--- src/rtl/alu_pkg.sv ---
// Shared opcodes, flag bit positions and flag type for the alu_pipe datapath.
package alu_pkg;

  localparam logic [4:0] OP_AND  = 5'b0_0000;
  localparam logic [4:0] OP_OR   = 5'b0_0001;
  localparam logic [4:0] OP_XOR  = 5'b0_0010;
  localparam logic [4:0] OP_NOT  = 5'b0_0011;
  localparam logic [4:0] OP_NAND = 5'b0_0100;
  localparam logic [4:0] OP_ADD  = 5'b0_0101;
  localparam logic [4:0] OP_SUB  = 5'b0_0110;
  localparam logic [4:0] OP_SWAP = 5'b0_0111;
  localparam logic [4:0] OP_SHL  = 5'b0_1000;
  localparam logic [4:0] OP_ROL  = 5'b0_1001;
  localparam logic [4:0] OP_SHR  = 5'b0_1010;
  localparam logic [4:0] OP_ROR  = 5'b0_1011;
  localparam logic [4:0] OP_INC  = 5'b0_1100;
  localparam logic [4:0] OP_DEC  = 5'b0_1101;
  localparam logic [4:0] OP_CLR  = 5'b0_1110;
  localparam logic [4:0] OP_SET  = 5'b0_1111;
  localparam logic [4:0] OP_MUL  = 5'b1_0000;
  localparam logic [4:0] OP_MFHI = 5'b1_0001;
  localparam logic [4:0] OP_ADC  = 5'b1_0101;
  localparam logic [4:0] OP_SBB  = 5'b1_0110;

  localparam int unsigned FLAG_C = 0;
  localparam int unsigned FLAG_Z = 1;
  localparam int unsigned FLAG_N = 2;
  localparam int unsigned FLAG_V = 3;

  typedef logic [3:0] flags_t;

endpackage

--- src/rtl/alu_mul_iter.sv ---
// Iterative shift-add multiplier: one partial product per cycle, the last one
// folded in combinationally so the product is ready WIDTH cycles after start.
module alu_mul_iter #(
  parameter int unsigned WIDTH = 8
) (
  input  logic               clk,
  input  logic               rst,
  input  logic               start,
  input  logic [WIDTH-1:0]   a,
  input  logic [WIDTH-1:0]   b,
  output logic               done,
  output logic [2*WIDTH-1:0] product
);

  localparam int unsigned PW = 2 * WIDTH;
  localparam int unsigned CW = $clog2(WIDTH);

  logic             running;
  logic [CW-1:0]    cnt;
  logic [PW-1:0]    acc;
  logic [PW-1:0]    mcand;
  logic [WIDTH-1:0] mplier;
  logic [PW-1:0]    addend;

  assign addend  = mplier[0] ? mcand : '0;
  assign product = acc + addend;
  assign done    = running && (cnt == CW'(WIDTH - 1));

  always_ff @(posedge clk) begin
    if (rst) begin
      running <= 1'b0;
      cnt     <= '0;
      acc     <= '0;
      mcand   <= '0;
      mplier  <= '0;
    end else if (start) begin
      running <= 1'b1;
      cnt     <= '0;
      acc     <= '0;
      mcand   <= PW'(a);
      mplier  <= b;
    end else if (running) begin
      acc     <= product;
      mcand   <= mcand << 1;
      mplier  <= mplier >> 1;
      cnt     <= cnt + CW'(1);
      if (done) running <= 1'b0;
    end
  end

endmodule

--- src/rtl/alu_pipe.sv ---
// Registered WIDTH-bit ALU with valid/ready handshake and persistent C/Z/N/V flags.
// Define ALU_MUL_EN to add the iterative multiplier (MUL) and HI register (MFHI).
module alu_pipe
  import alu_pkg::*;
#(
  parameter  int unsigned WIDTH = 8,
  localparam int unsigned NW    = $clog2(WIDTH)
) (
  input  logic             clk,
  input  logic             rst,
  input  logic             in_valid,
  output logic             in_ready,
  input  logic [4:0]       op,
  input  logic [WIDTH-1:0] a,
  input  logic [WIDTH-1:0] b,
  input  logic [NW-1:0]    n,
  output logic             out_valid,
  input  logic             out_ready,
  output logic [WIDTH-1:0] y,
  output logic [3:0]       flags,
  output logic             err
);

  localparam int unsigned MSB = WIDTH - 1;
  localparam int unsigned W1  = WIDTH + 1;

  flags_t           flag_q;
  flags_t           alu_flags;
  logic             busy;
  logic             accept;
  logic             load_alu;
  logic [WIDTH-1:0] res;
  logic             cf;
  logic             vf;
  logic             legal;
  logic             keep_flags;
  logic             is_mul;
  logic [WIDTH:0]   ext_a;
  logic [WIDTH:0]   ext_b;
  logic [WIDTH:0]   wide;
  logic [WIDTH-1:0] bit_mask;

`ifdef ALU_MUL_EN
  logic               mul_done;
  logic [2*WIDTH-1:0] product;
  logic [WIDTH-1:0]   hi_q;
  flags_t             mul_flags;
`endif

  assign ext_a    = {1'b0, a};
  assign ext_b    = {1'b0, b};
  assign bit_mask = WIDTH'(1) << n;
  assign in_ready = !rst && !busy && (!out_valid || out_ready);
  assign accept   = in_valid && in_ready;
  assign load_alu = accept && !is_mul;
  assign flags    = flag_q;

  // Single-cycle operation mux; carry-in for ADC/SBB/rotates is the stored C.
  always_comb begin
    res        = '0;
    cf         = 1'b0;
    vf         = 1'b0;
    legal      = 1'b1;
    keep_flags = 1'b0;
    is_mul     = 1'b0;
    wide       = '0;
    alu_flags  = '0;
    case (op)
      OP_AND:  res = a & b;
      OP_OR:   res = a | b;
      OP_XOR:  res = a ^ b;
      OP_NOT:  res = ~a;
      OP_NAND: res = ~(a & b);
      OP_ADD, OP_ADC: begin
        wide = ext_a + ext_b + W1'(op[4] & flag_q[FLAG_C]);
        res  = wide[MSB:0];
        cf   = wide[WIDTH];
        vf   = (a[MSB] == b[MSB]) && (res[MSB] != a[MSB]);
      end
      OP_SUB, OP_SBB: begin
        wide = ext_a - ext_b - W1'(op[4] & flag_q[FLAG_C]);
        res  = wide[MSB:0];
        cf   = wide[WIDTH];
        vf   = (a[MSB] != b[MSB]) && (res[MSB] != a[MSB]);
      end
      OP_SWAP: res = {a[WIDTH/2-1:0], a[MSB:WIDTH/2]};
      OP_SHL: begin
        res = {a[MSB-1:0], 1'b0};
        cf  = a[MSB];
      end
      OP_ROL: begin
        res = {a[MSB-1:0], flag_q[FLAG_C]};
        cf  = a[MSB];
      end
      OP_SHR: begin
        res = {1'b0, a[MSB:1]};
        cf  = a[0];
      end
      OP_ROR: begin
        res = {flag_q[FLAG_C], a[MSB:1]};
        cf  = a[0];
      end
      OP_INC: begin
        wide = ext_b + W1'(1);
        res  = wide[MSB:0];
        cf   = wide[WIDTH];
      end
      OP_DEC: begin
        wide = ext_b - W1'(1);
        res  = wide[MSB:0];
        cf   = wide[WIDTH];
      end
      OP_CLR: res = b & ~bit_mask;
      OP_SET: res = b | bit_mask;
`ifdef ALU_MUL_EN
      OP_MUL:  is_mul = 1'b1;
      OP_MFHI: begin
        res        = hi_q;
        keep_flags = 1'b1;
      end
`endif
      default: legal = 1'b0;
    endcase
    alu_flags[FLAG_C] = cf;
    alu_flags[FLAG_Z] = (res == '0);
    alu_flags[FLAG_N] = res[MSB];
    alu_flags[FLAG_V] = vf;
  end

`ifdef ALU_MUL_EN
  alu_mul_iter #(.WIDTH(WIDTH)) u_mul (
    .clk     (clk),
    .rst     (rst),
    .start   (accept && is_mul),
    .a       (a),
    .b       (b),
    .done    (mul_done),
    .product (product)
  );

  always_comb begin
    mul_flags         = '0;
    mul_flags[FLAG_C] = |product[2*WIDTH-1:WIDTH];
    mul_flags[FLAG_Z] = (product == '0);
    mul_flags[FLAG_N] = product[MSB];
  end

  // Busy spans the multiply; HI is only captured when a product completes.
  always_ff @(posedge clk) begin
    if (rst) begin
      busy <= 1'b0;
      hi_q <= '0;
    end else begin
      if (accept && is_mul) busy <= 1'b1;
      else if (mul_done)    busy <= 1'b0;
      if (mul_done) hi_q <= product[2*WIDTH-1:WIDTH];
    end
  end
`else
  assign busy = 1'b0;
`endif

  // Output register and flags register load together; illegal ops and MFHI keep flags.
  always_ff @(posedge clk) begin
    if (rst) begin
      out_valid <= 1'b0;
      y         <= '0;
      err       <= 1'b0;
      flag_q    <= '0;
    end else if (load_alu) begin
      out_valid <= 1'b1;
      y         <= res;
      err       <= !legal;
      if (legal && !keep_flags) flag_q <= alu_flags;
    end
`ifdef ALU_MUL_EN
    else if (mul_done) begin
      out_valid <= 1'b1;
      y         <= product[MSB:0];
      err       <= 1'b0;
      flag_q    <= mul_flags;
    end
`endif
    else if (out_ready) begin
      out_valid <= 1'b0;
    end
  end

endmodule

--- config.mk ---
export PLATFORM = sky130hd
export DESIGN_NAME = alu_pipe
export DESIGN_NICKNAME = d
export VERILOG_FILES = /design/src/rtl/alu_pkg.sv /design/src/rtl/alu_mul_iter.sv /design/src/rtl/alu_pipe.sv
export SDC_FILE = /design/constraint.sdc
export NUM_CORES = 1
export LEC_CHECK = 0
export CAP_MARGIN = 10
export CORE_MARGIN = 2
export CORE_UTILIZATION = 55
export CTS_CLUSTER_SIZE = 30
export DETAILED_ROUTE_END_ITERATION = 16
export GPL_TIMING_DRIVEN = 0
export MAX_ROUTING_LAYER = met4
export PLACE_DENSITY = 0.81
export SYNTH_ARGS = -nofsm -noshare
export SYNTH_HDL_FRONTEND = slang
export SYNTH_HIERARCHICAL = 1
export SYNTH_SLANG_ARGS = --single-unit
export TNS_END_PERCENT = 1
--- constraint.sdc ---
create_clock -name clk -period 3.7 [get_ports clk]
set_input_delay 0.74 -clock clk [delete_from_list [all_inputs] [get_ports clk]]
set_output_delay 0.74 -clock clk [all_outputs]
set_load 0.02 [all_outputs]
* Yosys cells after proc, flatten, opt, wreduce, memory -nomap -nowiden *
Cells that the tools add are included.

word-level totals
  register bits = 14
  logic and storage cells = 64
  output and inout port bits = 15

operators by class
  shift-type cells = 1
  multiplexer cells = 6
  reduce and logical (&&, ||, !) cells = 17
  equality and inequality tests = 21
  add/sub/neg operators = 6
  bitwise gates (word level) = 9

operators with widths
  operator                                             count
  case mux 8 bit (16 select lines)                     1
  equality test 5 x 4 -> 1 bit, second input constant  8
  inverter 8 bit                                       3
  equality test 5 x 3 -> 1 bit, second input constant  4
  OR reduction 18 bit                                  1
  bitwise AND 8 bit                                    2
  OR 8 bit                                             2
  equality test 5 x 2 -> 1 bit, second input constant  2
  equality test 5 bit, second input constant           2
  adder 8 x 1 -> 9 bit, second input constant          1
  adder 8 x 8 -> 9 bit                                 1
  adder 9 bit                                          1
  subtractor 8 x 1 -> 9 bit, second input constant     1
  subtractor 8 x 8 -> 9 bit                            1
  subtractor 9 x 1 -> 9 bit                            1
  logical NOT 8 bit                                    1
  OR reduction 2 bit                                   4
  << shifter 1 x 3 -> 8 bit, first input constant      1
  bitwise XOR 8 bit                                    1
  case mux 1 bit (6 select lines)                      1
  equality test 5 x 1 -> 1 bit, second input constant  1
  logical NOT 5 bit                                    1
  logical AND 1 bit                                    4
  logical NOT 1 bit                                    3
  8 further kinds                                      12

* Depth between registers and ports, before layout *
  depth in word-level cells = 5
  gate-level depth with buffers = 13

* Least setup slack after synthesis *
Ideal clock, no wire load.

  kind = input -> register
  start = in op[4]
  end = reg flag_q[1], in the netlist flags[1]
  slack = 616 ps
  path buffers = 1
  cell stages on the path = 13
  arrival time = 2999 ps
  cell sequence = buf_6 nand2_1 inv_1 fa_1 inv_1 fa_1 nand2b_1 a2111oi_0 or3_1 xnor2_1 a221oi_2 nand4_1 o31ai_2

on the way
  word-level cells in the longest chain between the ends = 4
  elaborated cells on any way between the ends = 28
  those cells by class = add/sub: 2; eq/ne: 17; mux: 2; bitwise: 1; reduce/logical: 6

RTL lines
  what                                                                          line                            source
  start, declared                                                               alu_pipe.sv:13                  input logic [4:0] op,
  bitwise AND 1 bit (tied with other cells)                                     alu_pipe.sv:75, alu_pipe.sv:81
  subtractor 9 x 1 -> 9 bit (tied with other cells)                             alu_pipe.sv:81                  wide = ext_a - ext_b - W1'(op[4] & flag_q[FLAG_C]);
  case mux 8 bit (16 select lines) / two-way mux 1 bit (equally long branches)  alu_pipe.sv:68                  case (op)
  logical NOT 8 bit / AND reduction 2 bit (equally long branches)               -
  end signal, assigned                                                          alu_pipe.sv:174                 if (legal && !keep_flags) flag_q <= alu_flags;
  end, declared                                                                 alu_pipe.sv:27                  flags_t flag_q;

Several ways; a longest one is shown, not always the timed one.
A chain may end at the register's enable or synchronous reset.

* Worst setup path in the final report *
  start = in a[3]
  end = reg flag_q[3], in the netlist flags[3]

on the way
  word-level cells in the longest chain between the ends = 5
  elaborated cells on any way between the ends = 9
  those cells by class = add/sub: 4; eq/ne: 2; mux: 1; reduce/logical: 2

RTL lines
  what                                                                      line                            source
  start, declared                                                           alu_pipe.sv:14                  input logic [WIDTH-1:0] a,
  subtractor 8 x 8 -> 9 bit / adder 8 x 8 -> 9 bit (equally long branches)  alu_pipe.sv:81, alu_pipe.sv:75
  subtractor 9 x 1 -> 9 bit / adder 9 bit (equally long branches)           alu_pipe.sv:81, alu_pipe.sv:75
  != test 1 bit (on tied branches)                                          alu_pipe.sv:84, alu_pipe.sv:78
  logical AND 1 bit (on tied branches)                                      alu_pipe.sv:84, alu_pipe.sv:78
  case mux 1 bit (2 select lines) (*)                                       alu_pipe.sv:68

Every way passes the cells marked *; elsewhere a longest branch is shown, timed or not.

==> results.tsv <==
stage	metric	value	unit
detailed_routing	Detailed Route Iter0 Violations	366	
synthesis	Net Count, Synth	434	
die	core area	0.00501	mm^2
pwr	Max VDD drop	0.180	mV
synthesis	cell taking the most area after synthesis	ha_1	
clocking	Sink Count	14	
placed_design	Final GP Congestion	0.996	
die	height of the die	75.6	um
synthesis	compound-cell area share of the yosys netlist	0.307	
clocking	worst-case clock buffer depth	2	
synthesis	mux contribution to synthesized area	0.0253	
pwr	Pwr per Cell Area	212	mW/mm^2
clocking	CTS tree	done	
grt	first-pass GRT wire length	15.4	mm
synthesis	largest family of logic cells by synthesized area	compound AO/OA/AOI/OAI gates	
detailed_routing	total wire length	10.1	mm
grt	largest net degree at the start of global routing	11	
layout	most frequent cells in the layout	clkdlybuf4s50_1 (35), inv_1 (33), a21oi_1 (31)	
layout	commonest non-fill, non-tap cell in the layout	clkdlybuf4s50_1	
detailed_routing	Pre-Repair DR Iteration Count	5	
run_status	status	completed	
placed_design	# port buffers	38	
clocking	CTS buffer count	3	
grt	GR Overflow Total	0	
layout	Layout fillers	449	
sta	relative slew slack	0.0999	
synthesis	top-area cell type share of the netlist area	0.107	
synthesis	Netlist cell types	75	
sta	crit share post-route	0.955	
synthesis	main area contributors after synthesis	ha_1 (11%), dfxtp_1 (9.9%), a21oi_1 (5.7%)	
layout	fin nets	480	
setup_path	CP arrival	3.68	ns
synthesis	mapped cell area	0.00282	mm^2
detailed_routing	Vias	3317	
grt	GRT Total Usage	0.368	
die	Initial Util	0.563	
die	die width	75.6	um
clocking	CTS H-tree depth	1	
detailed_routing	drt wl/cell	20.6	um
synthesis	most common flop cell mapped by yosys	dfxtp_1	
synthesis	Synth Register Bits	14	
synthesis	Ys Warns	6	
die	die area	0.00571	mm^2
placed_design	Placed Area	0.00329	mm^2
sta	FMAX	283	MHz
setup_path	Critical Path Sink Type	flip-flop	
clocking	root buffer cell	clkbuf_8	
sta	fin. max-slew vios	0	
setup_path	crit-path max FO	7	
layout	fin area	0.00338	mm^2
setup_path	CP Launch Type	input pin	
pwr	Tot Pwr	717	uW
setup_path	CP max-delay cell	clkdlybuf4s50_1	
hold_path	Tightest Hold Check Type	reg2reg	
grt	initial antenna violation count	0	
sta	skew final	0.00465	ns
setup_path	CP top delay family	compound AO/OA/AOI/OAI gates	
synthesis	Mean Syn Cell Area	7.46	um^2
die	num rows	26	
synthesis	sequential fraction of the synthesis area	0.0994	
synthesis	Post-Synth Adder-Cell Area	0.135	
placed_design	Final HPWL DP	8.06	mm
synthesis	FFs w/ async S/R, synth	0	
detailed_routing	ANT nets after route	0	
pwr	leakage power	1.31	nW
synthesis	fraction of the mapped netlist area in simple logic gates	0.286	
layout	post-layout util	0.676	
synthesis	synthesized netlist cell count	378	
detailed_routing	Residual DRC	0	
setup_path	cells along the critical path	clkdlybuf4s50_1 > inv_1 > ha_1 > inv_1 > ha_1 > nand2_1 > a21oi_1 > o211ai_1 > a21oi_1 > nand2b_1 > a311o_1 > a32o_1	
job	max-cap violation count	0	
detailed_routing	Vias/cell	6.74	
setup_path	worst path required time	3.84	ns
setup_path	CP max stage delay	0.67	ns
sta	RSZ-0062 raised after global routing	no	
setup_path	crit path kind	in2reg	
grt	vias in the first global route	3013	
die	I/O pins	43	
sta	final setup fails	0	
clocking	Worst-path clk slew	0.06	ns
sta	Final Critical Period	3.53	ns
clocking	clk_lat worst skew	0.25	ns
layout	area grow syn2layout	20.1	%
synthesis	xor and xnor area share after synthesis	0.0524	
setup_path	CP Buf/Inv Count	3	
synthesis	EDFF count, synth	0	
sta	pin slew with the least headroom to its limit	1.33	ns
sta	Final Hold Violating Endpoints	0	
layout	proportion of layout cells with a drive suffix above 1	0.0995	
layout	diodes inserted	0	
==> sequential cells by signal, indices dropped and copies added, names as in the netlist <==
signal     flops
err            1
y              8
out_valid      1
flags          4
==> power by group <==
group | total, mW | internal (mW) | switching [mW]
combinational | 0.420 | 0.175 | 0.245
clock | 0.129 | 0.0721 | 0.0571
sequential | 0.168 | 0.162 | 0.00596
total | 0.717 | 0.409 | 0.308
==> layout make-up <==
type | instances | area (um^2) | area share
timing repair buffer | 41 | 403 | 0.119
sequential | 14 | 280 | 0.0828
buffer | 22 | 144 | 0.0425
multi-input combinational | 309 | 2300 | 0.681
clock buffer | 3 | 41.3 | 0.0122
inverter | 33 | 124 | 0.0366
tap | 70 | 87.6 | 0.0259
==> per-stage QoR <==
step           setup slack [ns]  hold slack, ns  std cells  TNS [ns]
6_report                  0.167           0.458        492         0
5_1_grt                  0.0388           0.483        492         0
4_1_cts                 0.00790           0.460        490         0
3_5_place_dp             -0.472           0.450        486     -1.40
3_3_place_gp             -0.324           0.444        486    -0.792
2_1_floorplan             0.616           0.527        378         0
==> what timing repair did <==
action                     in CTS  in global routing
buffers inserted                1                  2
setup endpoints to repair       3                  3
pin swaps                       1                 10
resized for setup               4                  6
hold buffers                    0                  0
==> kinds of logic after synthesis <==
family,after synthesis
buf+inv,55
compound gates,119
simple gates,139
flops,14
xor+xnor,16
mux,7
fa+ha+maj,28
==> worst register-to-register path: stages, from the launching register on <==
cell and delay, ns:
dfxtp_1 0.51, nand2_1 0.16, fa_2 0.56, inv_1 0.06, ha_1 0.29, a32o_2 0.29
a2111oi_4 0.21, nand4_1 0.23, nor4_1 0.23, nand4_1 0.19, o31ai_2 0.24
==> path summary, 6_finish.rpt <==
kind	slack, ns	cells past startpoint	end	start
hold reg to reg	0.46	2	flags[2]$_SDFFE_PP0P_	flags[2]$_SDFFE_PP0P_
setup reg to reg	0.65	10	flags[1]$_SDFFE_PP0P_	flags[0]$_SDFFE_PP0P_
setup / recovery	0.17	12	flags[3]$_SDFFE_PP0P_	a[3]
hold / removal	0.46	2	flags[2]$_SDFFE_PP0P_	flags[2]$_SDFFE_PP0P_
==> Yosys cell counts (all sizes together) (8+ instances only) <==
| cell | n |
|---|---|
| nor3 | 16 |
| xnor2 | 11 |
| a221oi | 10 |
| buf | 14 |
| clkbuf | 8 |
| o21ai | 16 |
| a21oi | 32 |
| dfxtp | 14 |
| inv | 33 |
| nand2 | 25 |
| ha | 24 |
| nor2 | 19 |
| nor2b | 8 |
| nand3 | 17 |
==> metal layers <==
| layer | up-vias | share of wire | GRT usage |
|---|---|---|---|
| met5 | - | 0 | - |
| met4 | 0 | 0.041 | 0.115 |
| met3 | 38 | 0.11 | 0.0516 |
| met2 | 234 | 0.43 | 0.563 |
| met1 | 1507 | 0.42 | 0.500 |
| li1 | 1538 | - | - |
(Power assumes the default switching activity.)
